File: src/rtl/serial_frame_pkg.sv
// Shared types and defaults for the serial frame transmitter and the detector bench.
package serial_frame_pkg;

    localparam int DEFAULT_WIDTH      = 8;
    localparam int DEFAULT_GAP_CYCLES = 0;

    typedef enum logic [1:0] {
        S_IDLE  = 2'd0,
        S_SHIFT = 2'd1,
        S_GAP   = 2'd2
    } tx_state_t;

    // Counter width able to hold 0..n-1, never narrower than one bit.
    function automatic int cnt_width(input int n);
        return (n > 1) ? $clog2(n) : 1;
    endfunction

endpackage

File: src/rtl/serial_frame_transmitter.sv
// Parallel-to-serial word shifter with bit-enable pacing, optional idle gap and per-word done pulse.
module serial_frame_transmitter
    import serial_frame_pkg::*;
#(
    parameter int WIDTH      = DEFAULT_WIDTH,
    parameter bit MSB_FIRST  = 1'b1,
    parameter int GAP_CYCLES = DEFAULT_GAP_CYCLES
) (
    input  logic             clk,
    input  logic             reset_n,
    input  logic             bit_en,
    input  logic [WIDTH-1:0] data_in,
    input  logic             data_in_valid,
    output logic             data_in_ready,
    output logic             data_serial,
    output logic             data_valid,
    output logic             busy,
    output logic             frame_done
);

    localparam int BCW = cnt_width(WIDTH);
    localparam int GCW = cnt_width(GAP_CYCLES + 1);
    localparam logic [BCW-1:0] BIT_LAST = BCW'(WIDTH - 1);
    localparam logic [GCW-1:0] GAP_LAST = GCW'((GAP_CYCLES > 0) ? (GAP_CYCLES - 1) : 0);

    tx_state_t        state_q,   state_d;
    logic [WIDTH-1:0] shift_q,   shift_d;
    logic [BCW-1:0]   bit_cnt_q, bit_cnt_d;
    logic [GCW-1:0]   gap_cnt_q, gap_cnt_d;
    logic             head_s;

    assign head_s = MSB_FIRST ? shift_q[WIDTH-1] : shift_q[0];

    // Next-state, datapath update and output decode.
    always_comb begin
        state_d       = state_q;
        shift_d       = shift_q;
        bit_cnt_d     = bit_cnt_q;
        gap_cnt_d     = gap_cnt_q;
        data_in_ready = 1'b0;
        data_serial   = 1'b0;
        data_valid    = 1'b0;
        busy          = 1'b0;
        frame_done    = 1'b0;
        case (state_q)
            S_IDLE: begin
                data_in_ready = 1'b1;
                if (data_in_valid) begin
                    shift_d   = data_in;
                    bit_cnt_d = '0;
                    gap_cnt_d = '0;
                    state_d   = S_SHIFT;
                end else begin
                    state_d = S_IDLE;
                end
            end
            S_SHIFT: begin
                busy        = 1'b1;
                data_serial = head_s;
                data_valid  = bit_en;
                if (bit_en) begin
                    shift_d = MSB_FIRST ? {shift_q[WIDTH-2:0], 1'b0}
                                        : {1'b0, shift_q[WIDTH-1:1]};
                    if (bit_cnt_q == BIT_LAST) begin
                        frame_done = 1'b1;
                        bit_cnt_d  = '0;
                        state_d    = (GAP_CYCLES > 0) ? S_GAP : S_IDLE;
                    end else begin
                        bit_cnt_d = bit_cnt_q + BCW'(1);
                    end
                end else begin
                    state_d = S_SHIFT;
                end
            end
            S_GAP: begin
                busy = 1'b1;
                if (bit_en) begin
                    if (gap_cnt_q == GAP_LAST) begin
                        gap_cnt_d = '0;
                        state_d   = S_IDLE;
                    end else begin
                        gap_cnt_d = gap_cnt_q + GCW'(1);
                    end
                end else begin
                    state_d = S_GAP;
                end
            end
            default: begin
                state_d   = S_IDLE;
                shift_d   = '0;
                bit_cnt_d = '0;
                gap_cnt_d = '0;
            end
        endcase
    end

    // State, shift register and counters; reset discards any word in flight.
    always_ff @(posedge clk or negedge reset_n) begin
        if (!reset_n) begin
            state_q   <= S_IDLE;
            shift_q   <= '0;
            bit_cnt_q <= '0;
            gap_cnt_q <= '0;
        end else begin
            state_q   <= state_d;
            shift_q   <= shift_d;
            bit_cnt_q <= bit_cnt_d;
            gap_cnt_q <= gap_cnt_d;
        end
    end

endmodule

File: config.mk
export PLATFORM = sky130hd
export DESIGN_NAME = serial_frame_transmitter
export DESIGN_NICKNAME = d
export VERILOG_FILES = /design/src/rtl/serial_frame_pkg.sv /design/src/rtl/serial_frame_transmitter.sv
export SDC_FILE = /design/constraint.sdc
export NUM_CORES = 1
export LEC_CHECK = 0
export CORE_MARGIN = 2
export CORE_UTILIZATION = 52
export CTS_CLUSTER_SIZE = 20
export DETAILED_ROUTE_END_ITERATION = 6
export GPL_TIMING_DRIVEN = 0
export PLACE_DENSITY = 0.88
export SYNTH_ARGS = -nofsm -noshare
export SYNTH_HDL_FRONTEND = slang
export SYNTH_SLANG_ARGS = --single-unit
File: constraint.sdc
create_clock -name clk -period 3.9 [get_ports clk]
set_input_delay 0.78 -clock clk [delete_from_list [all_inputs] [get_ports clk]]
set_output_delay 0.78 -clock clk [all_outputs]
set_load 0.01 [all_outputs]
## Word-level counts from Yosys, hierarchy flattened

Cells that the tools add are included.

- $add $sub $neg: 2
- Equal/unequal tests: 8
- Multiplexer cells: 24
- Bitwise logic cells: 2
- Reduce and logical (&&, ||, !) cells: 5

Operators by type and width:

| kind | count |
|---|---|
| 8-bit one-hot mux with 3 select lines | 1 |
| 8-bit 2-to-1 mux | 2 |
| 1-bit 2-to-1 mux | 11 |
| 3-bit 2-to-1 mux | 3 |
| 3-bit one-hot mux with 3 select lines | 1 |
| 2-bit 2-to-1 mux | 4 |
| 2-bit inequality test (second input constant) | 3 |
| 3-bit inequality test (second input constant) | 2 |
| 2-bit one-hot mux with 3 select lines | 1 |
| 3-bit AND reduction | 2 |
| 3-bit by 1-bit adder with 3-bit output (second input constant) | 1 |
| 3-bit equality test (second input constant) | 1 |
| 1-bit one-hot mux with 3 select lines | 1 |
| 2-bit by 1-bit equality test with 1-bit output (second input constant) | 1 |
| 2-bit equality test (second input constant) | 1 |
| 2-bit zero test | 1 |
| 1-bit inverter | 2 |
| 2-bit AND reduction | 1 |
| 2-bit OR reduction | 1 |
| 1-bit adder (second input constant) | 1 |

- Register bits: 14
- Bits of input ports: 12
- Logic and storage cells: 45

## Depth between registers and ports, before layout

Gate-level depths: netlist (run 1).

- Depth after elaboration: 4
- Gate-level depth with buffers: 5

## Worst setup path after synthesis (run 1)

Ideal clock, no wire load.

- Kind: flip-flop to output port
- From: register state_q[1]
- To: output port frame_done
- Arrival time: 1146 ps
- Required time: 3120 ps
- Slack: 1974 ps
- Stages on the path, launching flop included: 5
- Buffers on the path: 1
- Cells stage by stage: dfrtp_1 inv_1 ha_1 clkbuf_1 and3_1

- Cells in the longest elaborated chain, start to end: 2

Ends and longest elaborated chain:

| element | line | source |
|---|---|---|
| start, declared | serial_frame_transmitter.sv:26 | `tx_state_t state_q, state_d;` |
| start signal, assigned | serial_frame_transmitter.sv:105 | `state_q <= state_d;` |
| 2-bit by 1-bit equality test with 1-bit output | serial_frame_transmitter.sv:45 | `case (state_q)` |
| 1-bit 2-to-1 mux | serial_frame_transmitter.sv:45 |  |
| end, declared | serial_frame_transmitter.sv:18 | `output logic frame_done` |

No other way between the ends.

## Final worst setup path (run 1)

Ends and elaborated chain as after synthesis.

==> out/metrics.yaml, run 1 <==
run_status:
  outcome: "finished clean"
synthesis:
  syn_nets: 86
  synth_commonest_cells: "dfrtp_1 (13), ha_1 (8), mux2_2 (8), a22o_1 (7)"
  synth_ff_type: "dfrtp_1"
  yosysSeqAreaShare_pct: 42.6
  yosys.area.top_type_share_pct: 42.6
  yosys_warnings: 0
  syn_avg_cell_area_sq_um: 11.6
  synth_edf_count: 0
  yosysMostFrequentCell: "dfrtp_1"
  synth_top_area_cell: "dfrtp_1"
  synth_cells: 66
  syn_area_sq_um: 763
  async_flop_share_pct: 100
  ys_ff_latch: 13
  synthDistinctLibCells: 22
  synth.area.top_cells: "dfrtp_1 (43%), ha_1 (13%), mux2_2 (12%)"
sta:
  slew_viol_final: 0
  period_needed_ns: 2.92
  relSlewSlack_pct: 59.4
  finClkSkew_ns: 0.00389
  hold_viol: 0
  finalSetupViolCount: 0
  tns_ns: 0
  worst_slack_ns: 0.978
  worst_pin_slew_ns: 0.608
  fin_crit_sh_pct: 74.9
  max_freq_ghz: 0.342
  grt_setup_unrepaired: "no"
critical_path:
  cp_num_buf_inv: 3
  crit_required_ns: 3.12
  slowest_stage: "clkdlybuf4s50_1"
  crit_path_end_kind: "primary output"
  path_class: "flip-flop to primary output"
  timing.rr.end: "shift_q[1]"
  cp.arrival_ns: 2.14
  crit_path_start: "state_q[1]"
  rrSetupSlack_ns: 1.95
  slowest_delay_ns: 0.53
  startpoint_type: "flip-flop"
  critical_path.top_delay_family: "buffers and inverters"
  r2r_start: "state_q[0]"
  r2r_cells: 5
  crit_chain: "inv_1 > ha_1 > clkbuf_1 > and3_1 > clkdlybuf4s50_1"
  critPathMaxFanout: 10
  path_depth: 5
  critical_path.endpoint: "frame_done"
cts:
  clkLatencyLatePin_ns: 0.27
  cts_hold_buf: 0
  clockRootBuffer: "clkbuf_4"
  htree_levels: 1
  numCtsBuffers: 3
  post_cts_resize_count: 0
  clkSlewWorstSetupHoldPaths_ns: 0.08
  tritoncts: "yes"
  clkSinkCount: 13
  cts_setup_buffers: 0
  clock_path_buffers: 2
placed_design:
  port_buffers: 16
  gp_congestion: 0.777
  hpwl_um: 1060
  place_ws_ns: 1.02
job:
  drv_cap: 0
die:
  core_area_sq_mm: 0.00133
  dieArea_sq_mm: 0.00179
  fp-row-count: 13
  die_y_um: 42.3
  start_util_pct: 57.2
  ios: 17
  fp.dieW_um: 42.3
power_and_ir_drop:
  power_density_mw_per_mm2: 625
  power.total_uw: 605
  power_leakage_uw: 0.000452
  vdd_drop_max_v: 0.000373
routing:
  routed_wl_um: 1370
  wire_per_inst_um: 13.5
  drc: 0
  drtIter0Drc: 7
  vias: 551
  drt_first_pass_iters: 3
  ant_nets: 0
  viasPerCell: 5.46
hold_path:
  hold_depth: 1
  hold_path_class: "flip-flop to flip-flop"
cells_and_area:
  n_antenna_cell: 0
  nets: 107
  drive_above_1_share_pct: 15.1
  area_growth_syn_to_layout_pct: 26.9
global_routing:
  grt_pass1_vias: 574
  grt_usage_pct: 19.1
  grt-ovfl-total: 0
  grt_start_max_net_pins: 14
  antenna_found_initial: 0
  grt_pass1_wl_um: 2520
## metal layers
metal / wire length [um] / vias up / part of all wire, % / global-route usage (%)
met5: 0 / - / 0 / 0
met4: 15 / 0 / 1.1 / 11.3
met3: 32 / 2 / 2.3 / 2.59
met2: 692 / 6 / 51 / 30.8
met1: 627 / 265 / 46 / 24.2
li1: - / 278 / - / -
## layout make-up
class	count	area [sq um]
well taps	15	18.8
fillers	105	365
inverters	4	15.0
flip-flops and latches	13	325
clock buffers	4	26.3
repair buffers	16	160
plain buffers	1	3.75
multi-input cells	48	419
## logic make-up after synthesis
| family | count (synthesis) | share of synthesized area [%] |
|---|---|---|
| buffers and inverters | 5 | 2.46 |
| multiplexers | 10 | 14.4 |
| flip-flops | 13 | 42.6 |
| AND/OR/NAND/NOR | 17 | 14.3 |
| adder cells (fa/ha/maj) | 8 | 13.1 |
| AO/OA/AOI/OAI | 13 | 13.1 |
## sequential cells by signal, summed over array words and instances, names as in the netlist
| name | count |
|---|---|
| bit_cnt_q | 3 |
| shift_q | 8 |
| state_q | 2 |
## worst min path at each step
stage / from / end / slack, ns
3_3_place_gp: shift_q[7] / shift_q[7] / 0.49
6_report: shift_q[7] / shift_q[7] / 0.51
3_5_place_dp: shift_q[7] / shift_q[7] / 0.50
2_1_floorplan: shift_q[7] / shift_q[7] / 0.47
4_1_cts: shift_q[7] / shift_q[7] / 0.52
5_1_grt: shift_q[5] / shift_q[5] / 0.54
## power by group
part	switching, uW	total, uW	internal, uW
combinational	129	299	170
sequential	33.6	223	189
clock	43.5	83.1	39.6
## stage by stage
| step | utilization [%] | cell area [sq um] | cells | hold WS, ns |
|---|---|---|---|---|
| 2_1_floorplan | - | 763 | 66 | 0.473 |
| 3_3_place_gp | 70.6 | 942 | 97 | 0.485 |
| 3_5_place_dp | 70.6 | 942 | 97 | 0.497 |
| 4_1_cts | 72.6 | 968 | 101 | 0.516 |
| 5_1_grt | 72.6 | 968 | 101 | 0.536 |
| 6_report | 72.6 | 968 | 101 | 0.511 |
## layout by cell type, fill, tap and decap left out
cell type        Yosys  layout
a21o_1               1       1
a22o_1               7       7
and2_1               2       2
and2b_4              1       1
and3_1               1       1
clkbuf_1             1       2
clkbuf_4             0       3
clkdlybuf4s50_1      0      16
dfrtp_1             13      13
ha_1                 8       8
inv_1                4       4
mux2_2               8       8
mux2i_1              2       2
nand2_1              4       4
nand2b_1             1       1
nand3_1              2       2
nand3b_1             1       1
nor2b_1              2       2
nor3_1               1       1
nor3_4               1       1
nor3b_1              1       1
o21a_1               1       1
o21ai_0              3       3
o311ai_0             1       1
Power figures use the tool's default switching activity.
==> inputs of run 2 (changes only) <==
--- a/config.mk
+++ b/config.mk
@@ -6,11 +6,11 @@
 export NUM_CORES = 1
 export LEC_CHECK = 0
 export CORE_MARGIN = 2
-export CORE_UTILIZATION = 52
+export CORE_UTILIZATION = 48
 export CTS_CLUSTER_SIZE = 20
 export DETAILED_ROUTE_END_ITERATION = 6
 export GPL_TIMING_DRIVEN = 0
-export PLACE_DENSITY = 0.88
+export PLACE_DENSITY = 0.83
 export SYNTH_ARGS = -nofsm -noshare
 export SYNTH_HDL_FRONTEND = slang
 export SYNTH_SLANG_ARGS = --single-unit
==> constraint.sdc (replaced) <==
create_clock -name clk -period 2.8 [get_ports clk]
set_input_delay 0.56 -clock clk [delete_from_list [all_inputs] [get_ports clk]]
set_output_delay 0.56 -clock clk [all_outputs]
set_load 0.01 [all_outputs]
==> run 2 against run 1 <==
Effect of this change: setup slack lost 0.70 ns; clock power increased by 43%; non-clock buffer count stayed put; sequential share of layout area down 0.087 points; via count is 3.8% higher; utilization down 8.2 points; wire length up 4.6%; critical path type unchanged; cell count rose by 0.99%.
==> out/metrics.yaml, run 2 (same netlist as run 1, synthesis figures left out) <==
placed_design:
  hpwl_um: 1090  # +2.8%
  port_buffers: 16  # unchanged
  dpl_cell_area_sq_um: 943  # +0.13%
  gp_congestion: 0.782  # +0.60%
global_routing:
  grt_start_max_net_pins: 14  # unchanged
  antenna_found_initial: 0  # unchanged
  grt-ovfl-total: 0  # unchanged
  grt_pass1_wl_um: 2410  # -4.4%
  grt_usage_pct: 17.2  # -1.9 points
  grt_pass1_vias: 572  # -0.35%
cells_and_area:
  fillers: 127  # +21%
  layout_common_cells: "clkdlybuf4s50_1 (16), dfrtp_1 (13), mux2_2 (8), ha_1 (8), a22o_1 (7)"
  reg_top3: "shift_q x8, bit_cnt_q x3, state_q x2"
  post-route-util_pct: 64.5  # -8.2 points
  final_common_cell: "clkdlybuf4s50_1"
  area_growth_syn_to_layout_pct: 27.2
  drive_above_1_share_pct: 16.3  # +1.2 points
  largest_reg_flops: 8  # unchanged
  nets: 107  # unchanged
  fin_area_sq_um: 971  # +0.26%
  n_antenna_cell: 0  # unchanged
  regMostFlops: "shift_q"
sta:
  max_freq_ghz: 0.397
  slew_viol_final: 0  # unchanged
  period_needed_ns: 2.52
  finClkSkew_ns: 0.00531  # +0.00142 ns
  relSlewSlack_pct: 61.6  # +2.2 points
  grt_setup_unrepaired: "no"
  hold_viol: 0  # unchanged
  tns_ns: 0  # unchanged
  worst_pin_slew_ns: 0.574  # -0.0334 ns
  finalSetupViolCount: 0  # unchanged
  fin_crit_sh_pct: 89.9
routing:
  viasPerCell: 5.61  # +2.8%
  drc: 0  # unchanged
  vias: 572  # +3.8%
  drtIter0Drc: 8  # +1
  drt_first_pass_iters: 4  # +1
  ant_nets: 0  # unchanged
  wire_per_inst_um: 14.0  # +3.6%
  routed_wl_um: 1430  # +4.6%
hold_path:
  hold_path_class: "flip-flop to flip-flop"
critical_path:
  path_class: "flip-flop to primary output"
  cp.arrival_ns: 1.96  # -0.18 ns
  slowest_stage: "clkdlybuf4s50_1"
  critPathMaxFanout: 10  # unchanged
  cp_num_buf_inv: 3  # unchanged
  crit_path_end_kind: "primary output"
  crit_required_ns: 2.24  # -0.88 ns
  critical_path.top_delay_family: "buffers and inverters"
  startpoint_type: "flip-flop"
  crit_chain: "inv_1 > ha_1 > clkbuf_2 > and3_1 > clkdlybuf4s50_1"
  slowest_delay_ns: 0.53  # about the same
power_and_ir_drop:
  power_density_mw_per_mm2: 883  # +41%
  power_leakage_uw: 0.000455  # +0.69%
  vdd_drop_max_v: 0.000542  # +45%
cts:
  htree_levels: 1  # unchanged
  numCtsBuffers: 3  # unchanged
  clockRootBuffer: "clkbuf_4"
  tritoncts: "yes"
  clkLatencyLatePin_ns: 0.28  # about the same
  clkSlewWorstSetupHoldPaths_ns: 0.08  # about the same
  clock_path_buffers: 2  # unchanged
  clkSinkCount: 13  # unchanged
  cts_setup_buffers: 0  # unchanged
die:
  core_area_sq_mm: 0.00151  # +13%
  dieArea_sq_mm: 0.00193  # +7.5%
  fp.dieW_um: 43.9  # +3.7%
  start_util_pct: 50.7  # -6.6 points
  fp-row-count: 14  # +1
  die_y_um: 43.9  # +3.7%
  ios: 17  # unchanged
run_status:
  outcome: "finished clean"
job:
  drv_cap: 0  # unchanged
==> run 2: layer usage <==
layer	vias up	routed length (um)	track usage [%]
li1	279	-	-
met1	278	640	20.8
met2	11	717	28.2
met3	4	45	3.75
met4	0	28	9.09
met5	-	0	0
==> run 2: cell type report <==
cell class / instances / area (sq um) / area share [%]
sequential: 13 / 325 / 33.5
clock buffer: 4 / 26.3 / 2.71
buffer: 1 / 5.00 / 0.515
tap: 16 / 20.0 / 2.06
inverter: 4 / 15.0 / 1.55
multi-input combinational: 48 / 419 / 43.2
timing repair buffer: 16 / 160 / 16.5
==> run 2: power breakdown <==
group	switching [uW]	leakage (uW)	internal [uW]
Sequential	47.5	0.000167	263
Clock	63.3	0.0000150	55.3
Combinational	189	0.000273	239
Total	299	0.000455	558
==> run 2: repair_timing <==
| item | 4_1_cts | 5_1_grt |
|---|---|---|
| setup endpoints to repair | 0 | 1 |
| resized for setup | 0 | 2 |
| hold buffers | 0 | 0 |
==> run 2: per-stage QoR <==
step | worst slack, ns | std cells | hold WS, ns | power, uW
final | 0.283 | 102 | 0.514 | 857
after global routing | 0.164 | 102 | 0.535 | 921
after CTS | 0.0953 | 102 | 0.516 | 865
after detailed placement | 0.377 | 98 | 0.498 | 745
after global placement | 0.379 | 98 | 0.486 | 721
after floorplan | 1.01 | 66 | 0.264 | 611
==> run 2: path summary, 6_finish.rpt <==
| path | start | end | slack (ns) | cells after the start |
|---|---|---|---|---|
| worst max-delay path | state_q[1] | frame_done | 0.28 | 5 |
| worst min-delay path | shift_q[1] | shift_q[1] | 0.51 | 1 |
| worst max register to register | state_q[0] | shift_q[3] | 0.84 | 5 |
| worst min register to register | shift_q[1] | shift_q[1] | 0.51 | 1 |
| max in group asynchronous | reset_n | shift_q[2] | 1.78 | 1 |
| min in group asynchronous | reset_n | shift_q[7] | 0.64 | 1 |
==> inputs of run 3 (changes only) <==
--- a/config.mk
+++ b/config.mk
@@ -5,8 +5,12 @@
 export SDC_FILE = /design/constraint.sdc
 export NUM_CORES = 1
 export LEC_CHECK = 0
-export CORE_MARGIN = 2
-export CORE_UTILIZATION = 48
+export CAP_MARGIN = 20
+export CELL_PAD_IN_SITES_DETAIL_PLACEMENT = 0
+export CELL_PAD_IN_SITES_GLOBAL_PLACEMENT = 1
+export CORE_ASPECT_RATIO = 0.75
+export CORE_MARGIN = 3
+export CORE_UTILIZATION = 38
 export CTS_CLUSTER_SIZE = 20
 export DETAILED_ROUTE_END_ITERATION = 6
 export GPL_TIMING_DRIVEN = 0
==> run 3 against run 2 <==
Effect of this change: clock power about the same; first-iteration DRC count up 38%; fmax down 1.4%; cell count up 4.9%; utilization down 11 points.
==> out/metrics.yaml, run 3 (same netlist as run 1, synthesis figures left out) <==
critical_path:
  crit_path_end_kind: "primary output"
  r2r_cells: 5  # unchanged
  path_class: "flip-flop to primary output"
  startpoint_type: "flip-flop"
  critPathMaxFanout: 11  # +1
  cp.arrival_ns: 1.99  # +0.03 ns
  crit_required_ns: 2.24  # about the same
routing:
  routed_wl_um: 1490  # +3.8%
  viasPerCell: 5.22  # -6.8%
  drc: 0  # unchanged
  ant_nets: 0  # unchanged
  drtIter0Drc: 11  # +3
  drt_first_pass_iters: 5  # +1
  vias: 559  # -2.3%
  wire_per_inst_um: 13.9  # -1.0%
sta:
  hold-worst-slack_ns: 0.512  # -0.00217 ns
  finalSetupViolCount: 0  # unchanged
  grt_setup_unrepaired: "no"
  hold_viol: 0  # unchanged
  period_needed_ns: 2.55  # +0.0354 ns
  tns_ns: 0  # unchanged
  worst_pin_slew_ns: 0.591  # +0.0167 ns
  relSlewSlack_pct: 60.5  # -1.1 points
  max_freq_ghz: 0.392  # -1.4%
  slew_viol_final: 0  # unchanged
  finClkSkew_ns: 0.00233  # -0.00299 ns
  fin_crit_sh_pct: 91.2  # +1.3 points
power_and_ir_drop:
  p_comb_share_pct: 50.0  # about the same
  power_density_mw_per_mm2: 875  # -0.89%
  p_sw_share_pct: 34.6  # -0.28 points
  p_switching_uw: 295  # -1.4%
  pwr-share-seq_pct: 36.4  # about the same
  vdd_drop_max_v: 0.000449  # -17%
  intPower_uw: 557  # -0.21%
  clkPwrFrac_pct: 13.6  # -0.2 points
  power_leakage_uw: 0.000451  # -0.94%
  power.total_uw: 852  # -0.64%
die:
  dieArea_sq_mm: 0.00259  # +34%
  fp.dieW_um: 57.8  # +32%
  fp-row-count: 13  # -1
  core_area_sq_mm: 0.00182  # +21%
  die_y_um: 44.8  # +2.1%
  start_util_pct: 41.9  # -8.8 points
  ios: 17  # unchanged
cells_and_area:
  drive_above_1_share_pct: 15.3  # -0.98 points
  regMostFlops: "shift_q"
  post-route-util_pct: 53.4  # -11 points
  n_antenna_cell: 0  # unchanged
  largest_reg_flops: 8  # unchanged
  fin_cells: 107  # +4.9%
  nets: 106  # -0.93%
  area_growth_syn_to_layout_pct: 27.5
  reg_top3: "shift_q x8, bit_cnt_q x3, state_q x2"
  layout_common_cells: "clkdlybuf4s50_1 (16), dfrtp_1 (13), mux2_2 (8), ha_1 (8), a22o_1 (7)"
  fillers: 173  # +36%
  final_common_cell: "clkdlybuf4s50_1"
hold_path:
  hold_depth: 1  # unchanged
  hold_path_class: "flip-flop to flip-flop"
cts:
  cts_hold_buf: 0  # unchanged
  cts_setup_buffers: 0  # unchanged
  post_cts_resize_count: 0  # unchanged
  numCtsBuffers: 3  # unchanged
  htree_levels: 1  # unchanged
  clkSinkCount: 13  # unchanged
  clockRootBuffer: "clkbuf_4"
  clock_path_buffers: 2  # unchanged
  tritoncts: "yes"
  clkLatencyLatePin_ns: 0.27  # about the same
  clkSlewWorstSetupHoldPaths_ns: 0.08  # about the same
global_routing:
  grt_start_max_net_pins: 14  # unchanged
  grt_pass1_wl_um: 2540  # +5.4%
  grt_usage_pct: 13.1  # -4.1 points
  antenna_found_initial: 0  # unchanged
  grt-ovfl-total: 0  # unchanged
  grt_pass1_vias: 566  # -1.0%
run_status:
  outcome: "finished clean"
placed_design:
  hpwl_um: 1070  # -1.8%
  port_buffers: 16  # unchanged
  gp_congestion: 0.748  # -4.3%
  dp_cells: 104  # +6.1%
job:
  drv_cap: 0  # unchanged
-- run 3: worst paths after layout --
| check | startpoint | end | slack [ns] |
|---|---|---|---|
| min in group asynchronous | reset_n | state_q[0] | 0.65 |
| max in group asynchronous | reset_n | shift_q[4] | 1.76 |
| max reg2reg | state_q[0] | shift_q[5] | 0.80 |
| min | shift_q[7] | shift_q[7] | 0.51 |
| max | state_q[1] | frame_done | 0.25 |
| min reg2reg | shift_q[7] | shift_q[7] | 0.51 |
-- run 3: per-stage QoR --
step | setup slack, ns | instance area [sq um]
2_1_floorplan | 1.01 | 763
4_1_cts | 0.0985 | 977
6_report | 0.247 | 973
3_5_place_dp | 0.363 | 951
3_3_place_gp | 0.376 | 951
5_1_grt | 0.118 | 973
-- run 3: layout make-up --
| class | instances | area, sq um | area share, % |
|---|---|---|---|
| multi-input cells | 48 | 419 | 43.1 |
| flip-flops and latches | 13 | 325 | 33.4 |
| repair buffers | 16 | 160 | 16.5 |
| well taps | 22 | 27.5 | 2.83 |
| clock buffers | 4 | 26.3 | 2.70 |
| inverters | 4 | 15.0 | 1.54 |
-- run 3: metal layers --
layer / GRT usage (%) / up-vias / share of wire (%)
met3: 4.57 / 2 / 7.5
li1: - / 274 / -
met5: 0 / - / 0
met4: 4.17 / 0 / 0.27
met2: 21.2 / 21 / 45
met1: 16.6 / 262 / 47
-- run 3: critical path: stages (launching register included) --
cell,delay [ns]
dfrtp_1,0.42
inv_1,0.14
ha_1,0.41
and3_1,0.21
clkdlybuf4s50_1,0.53
-- run 3: power groups by stage --
stage	combinational, uW	sequential (uW)	clock [uW]
detailed placement	428	313	0
global placement	422	309	0
CTS	434	310	123
global route	474	321	132
floorplan	310	300	0
finish	426	310	116
